==> src/rtl/reg_write_arbiter.sv <==
// Write-port arbiter for the register bank: alternates between two requesters
// and sequences a one-register-per-cycle bulk clear.
//
// state | meaning
// IDLE  | accepting writes from req0/req1
// CLEAR | writing zero to register cnt, one register per cycle
module reg_write_arbiter #(
    parameter int NREG = 4,
    parameter int DW   = 4,
    parameter int AW   = 2
) (
    input  logic            clock,
    input  logic            reset,
    input  logic            req0_valid,
    input  logic [AW-1:0]   req0_addr,
    input  logic [DW-1:0]   req0_data,
    output logic            req0_ready,
    input  logic            req1_valid,
    input  logic [AW-1:0]   req1_addr,
    input  logic [DW-1:0]   req1_data,
    output logic            req1_ready,
    input  logic            clr_start,
    output logic [NREG-1:0] load,
    output logic [DW-1:0]   d,
    output logic            busy,
    output logic            clr_done,
    output logic            err_addr
);

    typedef enum logic {IDLE, CLEAR} state_t;

    localparam logic [AW-1:0] CNT_LAST = AW'(NREG - 1);

    state_t          state_q, state_d;
    logic            ptr_q, ptr_d;
    logic [AW-1:0]   cnt_q, cnt_d;
    logic [NREG-1:0] load_q, load_d;
    logic [DW-1:0]   d_q, d_d;
    logic            busy_q, busy_d;
    logic            clr_done_q, clr_done_d;
    logic            err_addr_q, err_addr_d;

    logic            xfer0, xfer1;
    logic [AW-1:0]   wr_addr;
    logic [DW-1:0]   wr_data;

    // ptr_q selects which requester wins when both are valid.
    assign req0_ready = !reset && (state_q == IDLE) && !clr_start
                        && (!req1_valid || (ptr_q == 1'b0));
    assign req1_ready = !reset && (state_q == IDLE) && !clr_start
                        && (!req0_valid || (ptr_q == 1'b1));

    assign xfer0 = req0_valid && req0_ready;
    assign xfer1 = req1_valid && req1_ready;

    always_comb begin
        state_d    = state_q;
        ptr_d      = ptr_q;
        cnt_d      = cnt_q;
        load_d     = '0;
        d_d        = d_q;
        busy_d     = 1'b0;
        clr_done_d = 1'b0;
        err_addr_d = 1'b0;
        wr_addr    = xfer0 ? req0_addr : req1_addr;
        wr_data    = xfer0 ? req0_data : req1_data;

        unique case (state_q)
            IDLE: begin
                if (clr_start) begin
                    state_d    = CLEAR;
                    cnt_d      = '0;
                    load_d     = NREG'(1);
                    d_d        = '0;
                    busy_d     = 1'b1;
                    clr_done_d = (NREG == 1);
                end else if (xfer0 || xfer1) begin
                    ptr_d = xfer0;
                    // Out-of-range writes are consumed but never reach the bank.
                    if ({{(32-AW){1'b0}}, wr_addr} < 32'(NREG)) begin
                        load_d = NREG'(1) << wr_addr;
                        d_d    = wr_data;
                    end else begin
                        err_addr_d = 1'b1;
                    end
                end
            end
            CLEAR: begin
                if (cnt_q == CNT_LAST) begin
                    state_d = IDLE;
                    cnt_d   = '0;
                end else begin
                    cnt_d      = cnt_q + AW'(1);
                    load_d     = NREG'(1) << cnt_d;
                    d_d        = '0;
                    busy_d     = 1'b1;
                    clr_done_d = (cnt_d == CNT_LAST);
                end
            end
            default: state_d = IDLE;
        endcase
    end

    always_ff @(posedge clock) begin
        if (reset) begin
            state_q    <= IDLE;
            ptr_q      <= 1'b0;
            cnt_q      <= '0;
            load_q     <= '0;
            d_q        <= '0;
            busy_q     <= 1'b0;
            clr_done_q <= 1'b0;
            err_addr_q <= 1'b0;
        end else begin
            state_q    <= state_d;
            ptr_q      <= ptr_d;
            cnt_q      <= cnt_d;
            load_q     <= load_d;
            d_q        <= d_d;
            busy_q     <= busy_d;
            clr_done_q <= clr_done_d;
            err_addr_q <= err_addr_d;
        end
    end

    assign load     = load_q;
    assign d        = d_q;
    assign busy     = busy_q;
    assign clr_done = clr_done_q;
    assign err_addr = err_addr_q;

endmodule

==> config.mk <==
export PLATFORM = sky130hd
export DESIGN_NAME = reg_write_arbiter
export DESIGN_NICKNAME = d
export VERILOG_FILES = /design/src/rtl/reg_write_arbiter.sv
export SDC_FILE = /design/constraint.sdc
export NUM_CORES = 1
export LEC_CHECK = 0
export BUFFER_PORTS_ARGS = -buffer_cell sky130_fd_sc_hd__buf_2
export CAP_MARGIN = 20
export CORE_AREA = 2 2 43 45
export DETAILED_ROUTE_END_ITERATION = 10
export DIE_AREA = 0 0 45 47
export GPL_TIMING_DRIVEN = 0
export MAX_ROUTING_LAYER = met4
export PLACE_DENSITY = 0.79
export SLEW_MARGIN = 40
export SYNTH_ARGS = -nofsm -noshare
export SYNTH_HDL_FRONTEND = slang
export SYNTH_SLANG_ARGS = --single-unit
==> constraint.sdc <==
create_clock -name clock -period 1.78 [get_ports clock]
set_clock_uncertainty 0.2 [all_clocks]
set_input_delay 0 -clock clock [delete_from_list [all_inputs] [get_ports clock]]
set_output_delay 0 -clock clock [all_outputs]
set_load 0.01 [all_outputs]
# Word level (Yosys, flattened, before mapping)
# Cells that the tools add are included.
dict set report op_classes {
  n_reduce_logical 15
  n_eq_ne 5
  n_mux 18
  bitwise_logic 3
  add_sub_neg 1
  shift 2
}
# op n
set op_table {}
lappend op_table {{two-way mux 4 bit} 7}
lappend op_table {{one-hot mux 4 bit (2 select lines)} 2}
lappend op_table {{<< shifter 1 x 2 -> 4 bit (first input constant)} 2}
lappend op_table {{logical AND 1 bit} 6}
lappend op_table {{two-way mux 2 bit} 3}
lappend op_table {{== test 2 bit (second input constant)} 2}
lappend op_table {{logical NOT 1 bit} 4}
lappend op_table {{!= test 2 bit (second input constant)} 2}
lappend op_table {{one-hot mux 1 bit (2 select lines)} 2}
lappend op_table {{one-hot mux 2 bit (2 select lines)} 1}
lappend op_table {{logical OR 1 bit} 3}
lappend op_table {{two-way mux 1 bit} 3}
lappend op_table {{!= test 3 x 2 -> 1 bit (second input constant)} 1}
lappend op_table {{inverter 1 bit} 3}
lappend op_table {{AND reduction 3 bit} 1}
lappend op_table {{adder 2 x 1 -> 2 bit (second input constant)} 1}
lappend op_table {{AND reduction 2 bit} 1}
dict set report totals {
  out_inout_bits 13
  regBits 13
  in_bits 17
  wordCells 50
}

# Logic depth before layout (Yosys ltp)
# Gate-level depths: netlist (run 1).
dict set report logic_depth {
  word_depth 10
  depth_mapped 5
}

# Worst setup path after synthesis (run 1)
# No wires, ideal clock.
dict set report synth_timing {
  path_kind {reg-to-reg}
  from {register, netlist name busy}
  to {register load_q[1] (netlist: load[1])}
  setup_slack_ns 0.160
  period_less_slack_ns 1.620
  t_arrival_ns 1.302
  required_ns 1.463
  stages_incl_launch_ff 6
  setup_ns 0.117
  cell_sequence {dfxtp_1 buf_6 nor3_4 nand2_4 mux2i_1 a32o_1}
}
# item line_no
set synth_rtl {}
lappend synth_rtl {{end signal: assignment} 118} ;# load_q <= load_d;
lappend synth_rtl {{end: declaration} 37} ;# logic [NREG-1:0] load_q, load_d;

# Worst setup path after layout (run 1)
dict set report layout_timing {
  from {input req1_addr[1]}
  to {register load_q[2] (netlist: load[2])}
}
dict set report layout_via {
  elab_chain_len 5
}
# item line_no
set layout_rtl {}
lappend layout_rtl {{start: declaration} 19} ;# input logic [AW-1:0] req1_addr,
lappend layout_rtl {{two-way mux 2 bit} 65} ;# wr_addr = xfer0 ? req0_addr : req1_addr;
lappend layout_rtl {{<< shifter 1 x 2 -> 4 bit} 81} ;# load_d = NREG'(1) << wr_addr;
lappend layout_rtl {{two-way mux 4 bit} 77} ;# end else if (xfer0 || xfer1) begin
lappend layout_rtl {{two-way mux 4 bit} 70} ;# if (clr_start) begin
lappend layout_rtl {{one-hot mux 4 bit (2 select lines)} 68} ;# unique case (state_q)
# No other way between the ends.
# A chain may end at the register's enable or synchronous reset.

==> out/qor.yml, run 1 <==
status: "finished clean"
worst_hold_path_type: "reg2reg"
htreeDepth: 1
power.leakage_nw: 0.522
ys_ff_latch: 13
first_pass_iters: 5
wl_per_cell_um: 14.3
setup-tns-final_ns: 0
synth_top_area_frac: 0.386
ys_seq_area_frac: 0.386
fin_crit_ns: 1.65
worst-setup-path-type: "in2reg"
cts_tree: "done"
synthCells: 71
finalMaxSlewViolations: 0
layout-drive-gt1-share: 0.306
fmax_ghz: 0.605
r2r-end: "load[1]$_SDFF_PP0_"
crit_top_cell: "dlygate4sd3_1"
synth_nets: 92
max_stage_delay_ns: 0.55
ys.flop_type: "dfxtp_1"
clock_power_share: 0.292
min_path_cells: 1
wl_met2_um: 1010
end_kind: "register"
post-route-period-util: 0.928
gp_congestion: 0.814
synth_edf_count: 0
cts.sink_count: 13
worst-r2r-setup-slack_ns: 0.17
critPathCapture: "load[2]$_SDFF_PP0_"
arrival_ns: 1.60
hpwl_um: 1080
grt_start_max_net_pins: 11
ant_nets: 0
p_sw_mw: 0.180
cts_buffer_depth: 2
async_reset_ff_frac: 0
ioPinCount: 30
numPortBuffers: 27
powerDensity_mw_per_mm2: 621
synth.top_cells.by_count: "13 x dfxtp_1, 8 x mux2i_1, 7 x nor2_1"
ff2ff_path_depth: 5
path_buf_inv: 3
drt_iter0_drc: 25
seqPwrFrac: 0.479
core_mm2: 0.00165
intPower_mw: 0.469
die_w_um: 45
grt.total_usage: 0.215
hold_violations: 0
synth_area_per_cell_um2: 9.50
path_cells: "dlygate4sd3_1 > buf_2 > nor2b_1 > dlygate4sd3_1 > mux2i_1 > o21ai_0"
num_vias: 718
worst-path-stages: 6
grt_pass1_wl_um: 2970
die_h_um: 47
path_clk_slew_ns: 0.08
path_delay_family: "buffers and inverters"
numCtsBuffers: 3
highest_layer: "met4"
drv_cap: 0
grt_overflow: 0
grt_antenna_before_repair: 1
comb_power_share: 0.228
critPathLaunchType: "input port"
num-nets-final: 143
rsz0062_at_grt: "no"
wl_met1_um: 757
cp_max_fo: 3
clk_latency_ns: 0.28
wirelength_um: 1990
rows: 15
cts_root_buffer: "clkbuf_4"
slowest_stage: "dlygate4sd3_1"
first_global_vias: 676
p_sw_frac: 0.277
rr_startpoint: "busy$_SDFF_PP0_"
ys_types: 25
synth_top_area_cell: "dfxtp_1"
yosysMostFrequentCell: "dfxtp_1"
startpoint: "req1_addr[1]"
fin_util: 0.633
wl_met3_um: 99
ir_drop_mv: 0.379
crit_required_ns: 1.73
start_util: 0.408
synthTopCellsByArea: "dfxtp_1 39%, mux2i_1 12%, ha_1 7.4%, o2bb2ai_1 5.2%, nor2_1 3.9%"
synth_warnings: 0
setup_viol: 0
drc_errors: 0
die_area_mm2: 0.00212
synthToLayoutAreaGrowth_pct: 54.9
netlist_area_um2: 674
via_per_inst: 5.17
## cell usage in the layout (no fill, tap or decap), types with 2 or more instances in the layout
| master | instances |
|---|---|
| dfxtp_1 | 13 |
| nor2_1 | 7 |
| dlygate4sd3_1 | 17 |
| inv_1 | 3 |
| o21ai_0 | 3 |
| buf_2 | 28 |
| nor2b_1 | 3 |
| nand2_1 | 3 |
| mux2i_1 | 8 |
| a21oi_1 | 4 |
| o2bb2ai_1 | 4 |
| buf_4 | 3 |
| and2_1 | 2 |
| a32o_1 | 2 |
| clkbuf_4 | 3 |
| ha_1 | 4 |
| nor3_1 | 2 |
## area by class of cell
class / count / area [um2]
repair buffers: 46 / 320
well taps: 17 / 21.3
clock buffers: 4 / 26.3
fillers: 151 / 607
flip-flops and latches: 13 / 260
diodes: 1 / 2.50
multi-input cells: 52 / 379
plain buffers: 3 / 23.8
inverters: 3 / 11.3
## metal layers
metal  GRT usage  up-vias
met5           -        -
met4       0.188        0
met3      0.0308       11
met2       0.354       34
met1       0.224      325
li1            -      348
## cells by family after synthesis
kind of cell | Yosys count | synth area share
simple gates | 21 | 0.176
compound gates | 18 | 0.187
flops | 13 | 0.386
mux | 8 | 0.119
buf+inv | 6 | 0.0519
fa+ha+maj | 4 | 0.0742
other cells | 1 | 0.00556
## power by group through the flow
| stage | combinational [mW] | clock, mW | sequential [mW] |
|---|---|---|---|
| finish | 0.148 | 0.190 | 0.311 |
| global placement | 0.106 | 0 | 0.317 |
| CTS | 0.139 | 0.189 | 0.311 |
| global route | 0.161 | 0.208 | 0.313 |
| floorplan | 0.0599 | 0 | 0.323 |
| detailed placement | 0.109 | 0 | 0.318 |
## per-stage QoR
step                      std cells  setup WS, ns  hold slack (ns)  power (mW)  instance area (um2)
final                           139         0.128            0.260       0.649                 1040
after global routing            139        0.0792            0.300       0.682                 1040
after CTS                       136        0.0637            0.264       0.639                 1030
after detailed placement        115        0.0818           0.0694       0.427                  831
after global placement          115        0.0979           0.0626       0.423                  831
after floorplan                  71         0.160          -0.0914       0.383                  674
## repair_timing
item,CTS,global route
resized for setup,0,1
setup endpoints to repair,0,7
hold endpoints to repair,13,0
buffers inserted,0,2
hold buffers,17,0
## state kept, by name (all words and copies together) (netlist names)
register	flops
clr_done	1
ptr_q	1
busy	1
load	4
cnt_q	2
d	4
## worst min path at each step
stage	startpoint	end	slack, ns
2_1_floorplan	clr_start	load[0]$_SDFF_PP0_	-0.09
3_5_place_dp	req0_data[1]	d[1]$_SDFFE_PP0P_	0.07
3_3_place_gp	req0_data[0]	d[0]$_SDFFE_PP0P_	0.06
4_1_cts	d[3]$_SDFFE_PP0P_	d[3]$_SDFFE_PP0P_	0.26
6_report	d[3]$_SDFFE_PP0P_	d[3]$_SDFFE_PP0P_	0.26
5_1_grt	d[3]$_SDFFE_PP0P_	d[3]$_SDFFE_PP0P_	0.30
Note: power is estimated with default switching activity, not from simulation.
==> run 2, diff against run 1 <==
--- a/config.mk
+++ b/config.mk
@@ -12,7 +12,7 @@
 export DIE_AREA = 0 0 45 47
 export GPL_TIMING_DRIVEN = 0
 export MAX_ROUTING_LAYER = met4
-export PLACE_DENSITY = 0.79
+export PLACE_DENSITY = 0.74
 export SLEW_MARGIN = 40
 export SYNTH_ARGS = -nofsm -noshare
 export SYNTH_HDL_FRONTEND = slang
==> out/qor.yml, run 2 (synthesized netlist as in run 1, its figures left out) <==
slowest_stage: "dlygate4sd3_1"
cts_resized: 0
rr_startpoint: "busy$_SDFF_PP0_"
grt_pass1_wl_um: 2530
path_cells: "dlygate4sd3_1 > buf_2 > nor3_4 > nand2_4 > mux2i_1 > a32o_1"
max_stage_delay_ns: 0.52
drt_iter0_drc: 10
hold_violations: 0
startpoint: "clr_start"
crit_required_ns: 1.74
final_cells: 136
wl_per_cell_um: 11.6
ant_nets: 0
num-nets-final: 141
num_vias: 672
hpwl_um: 1090
path_clk_slew_ns: 0.08
slew_headroom: 0.639
setup_viol: 0
clk_latency_ns: 0.27
cp_max_fo: 8
grt_start_max_net_pins: 11
post-route-period-util: 0.961
fin_util: 0.622
core_mm2: 0.00165
status: "finished clean"
critPathLaunchType: "input port"
start_util: 0.408
final_cell_mix: "28 x buf_2, 17 x dlygate4sd3_1, 13 x dfxtp_1"
fill_cells: 148
ir_drop_mv: 0.370
die_area_mm2: 0.00212
fmax_ghz: 0.585
worst-setup-path-type: "in2reg"
end_kind: "register"
via_per_inst: 4.94
drc_errors: 0
worst_hold_path_type: "reg2reg"
htreeDepth: 1
max_slew.worst_pin.slew_ns: 0.536
power.leakage_nw: 0.512
setup-tns-final_ns: 0
place_ws_ns: 0.0428
synthToLayoutAreaGrowth_pct: 52.3
cts_tree: "done"
die_h_um: 47
cts.sink_count: 13
dpl_cell_area_um2: 831
hold_start: "d[2]$_SDFFE_PP0P_"
wirelength_um: 1580
die_w_um: 45
path_delay_family: "buffers and inverters"
numPortBuffers: 27
diodes: 0
cts_buffer_depth: 2
cts_root_buffer: "clkbuf_4"
layout_setup_ws_ns: 0.0699
fin_crit_ns: 1.71
finalMaxSlewViolations: 0
powerDensity_mw_per_mm2: 609
path_buf_inv: 2
arrival_ns: 1.67
gp_congestion: 0.778
rows: 15
ioPinCount: 30
dp.cells: 115
first_global_vias: 638
first_pass_iters: 4
grt_overflow: 0
mostFrequentLayoutCell: "buf_2"
layout-drive-gt1-share: 0.294
numCtsBuffers: 3
fin_area_mm2: 0.00103
drv_cap: 0
grt_antenna_before_repair: 0
grt.total_usage: 0.173
rsz0062_at_grt: "no"
==> run 2: cell count changes in the layout (fill, tap and decap cells not counted), sizes merged <==
cell / delta
buf: -2
diode: -1
==> run 2: worst reg2reg max path: cells and delay by family, from the launching register on <==
kind | cells | cell delay, ns
AO/OA/AOI/OAI | 1 | 0.27
buffers and inverters | 1 | 0.14
multiplexers | 1 | 0.18
AND/OR/NAND/NOR | 2 | 0.46
flip-flops | 1 | 0.32
==> run 2: cell type report <==
| class | count | area [um2] | area share |
|---|---|---|---|
| multi-input cells | 52 | 379 | 0.369 |
| repair buffers | 44 | 305 | 0.297 |
| flip-flops and latches | 13 | 260 | 0.253 |
| clock buffers | 4 | 26.3 | 0.0256 |
| plain buffers | 3 | 23.8 | 0.0231 |
| well taps | 17 | 21.3 | 0.0207 |
| inverters | 3 | 11.3 | 0.0110 |
==> run 2: timing repair <==
action / in CTS / in global routing
setup buffers: 0 / 0
endpoints found under the hold margin: 12 / 0
hold buffers: 17 / 0
setup endpoints to repair: 0 / 1
==> run 2: worst paths after layout <==
path	endpoint	slack [ns]	cells after the start
worst min-delay path	d[2]$_SDFFE_PP0P_	0.27	1
worst max-delay path	load[1]$_SDFF_PP0_	0.07	6
worst min register to register	d[2]$_SDFFE_PP0P_	0.27	1
worst max register to register	load[1]$_SDFF_PP0_	0.12	5
==> run 2: where the power goes <==
group          internal, mW  switching, mW  total, mW
sequential            0.304        0.00674      0.311
clock                0.0866         0.0886      0.175
combinational        0.0753         0.0640      0.139
==> run 2: stage by stage <==
step | total power, mW | hold WS (ns)
after floorplan | 0.383 | -0.0914
after global placement | 0.424 | 0.0657
after detailed placement | 0.427 | 0.0769
after CTS | 0.633 | 0.265
after global routing | 0.668 | 0.285
final | 0.625 | 0.266
==> run 2: layer usage <==
metal / vias up / wire, um / share of wire / global-route usage
met3: 4 / 87 / 0.055 / 0.0308
met1: 299 / 710 / 0.45 / 0.200
met2: 23 / 746 / 0.47 / 0.274
met5: - / 0 / 0 / -
li1: 346 / - / - / -
met4: 0 / 38 / 0.024 / 0.112
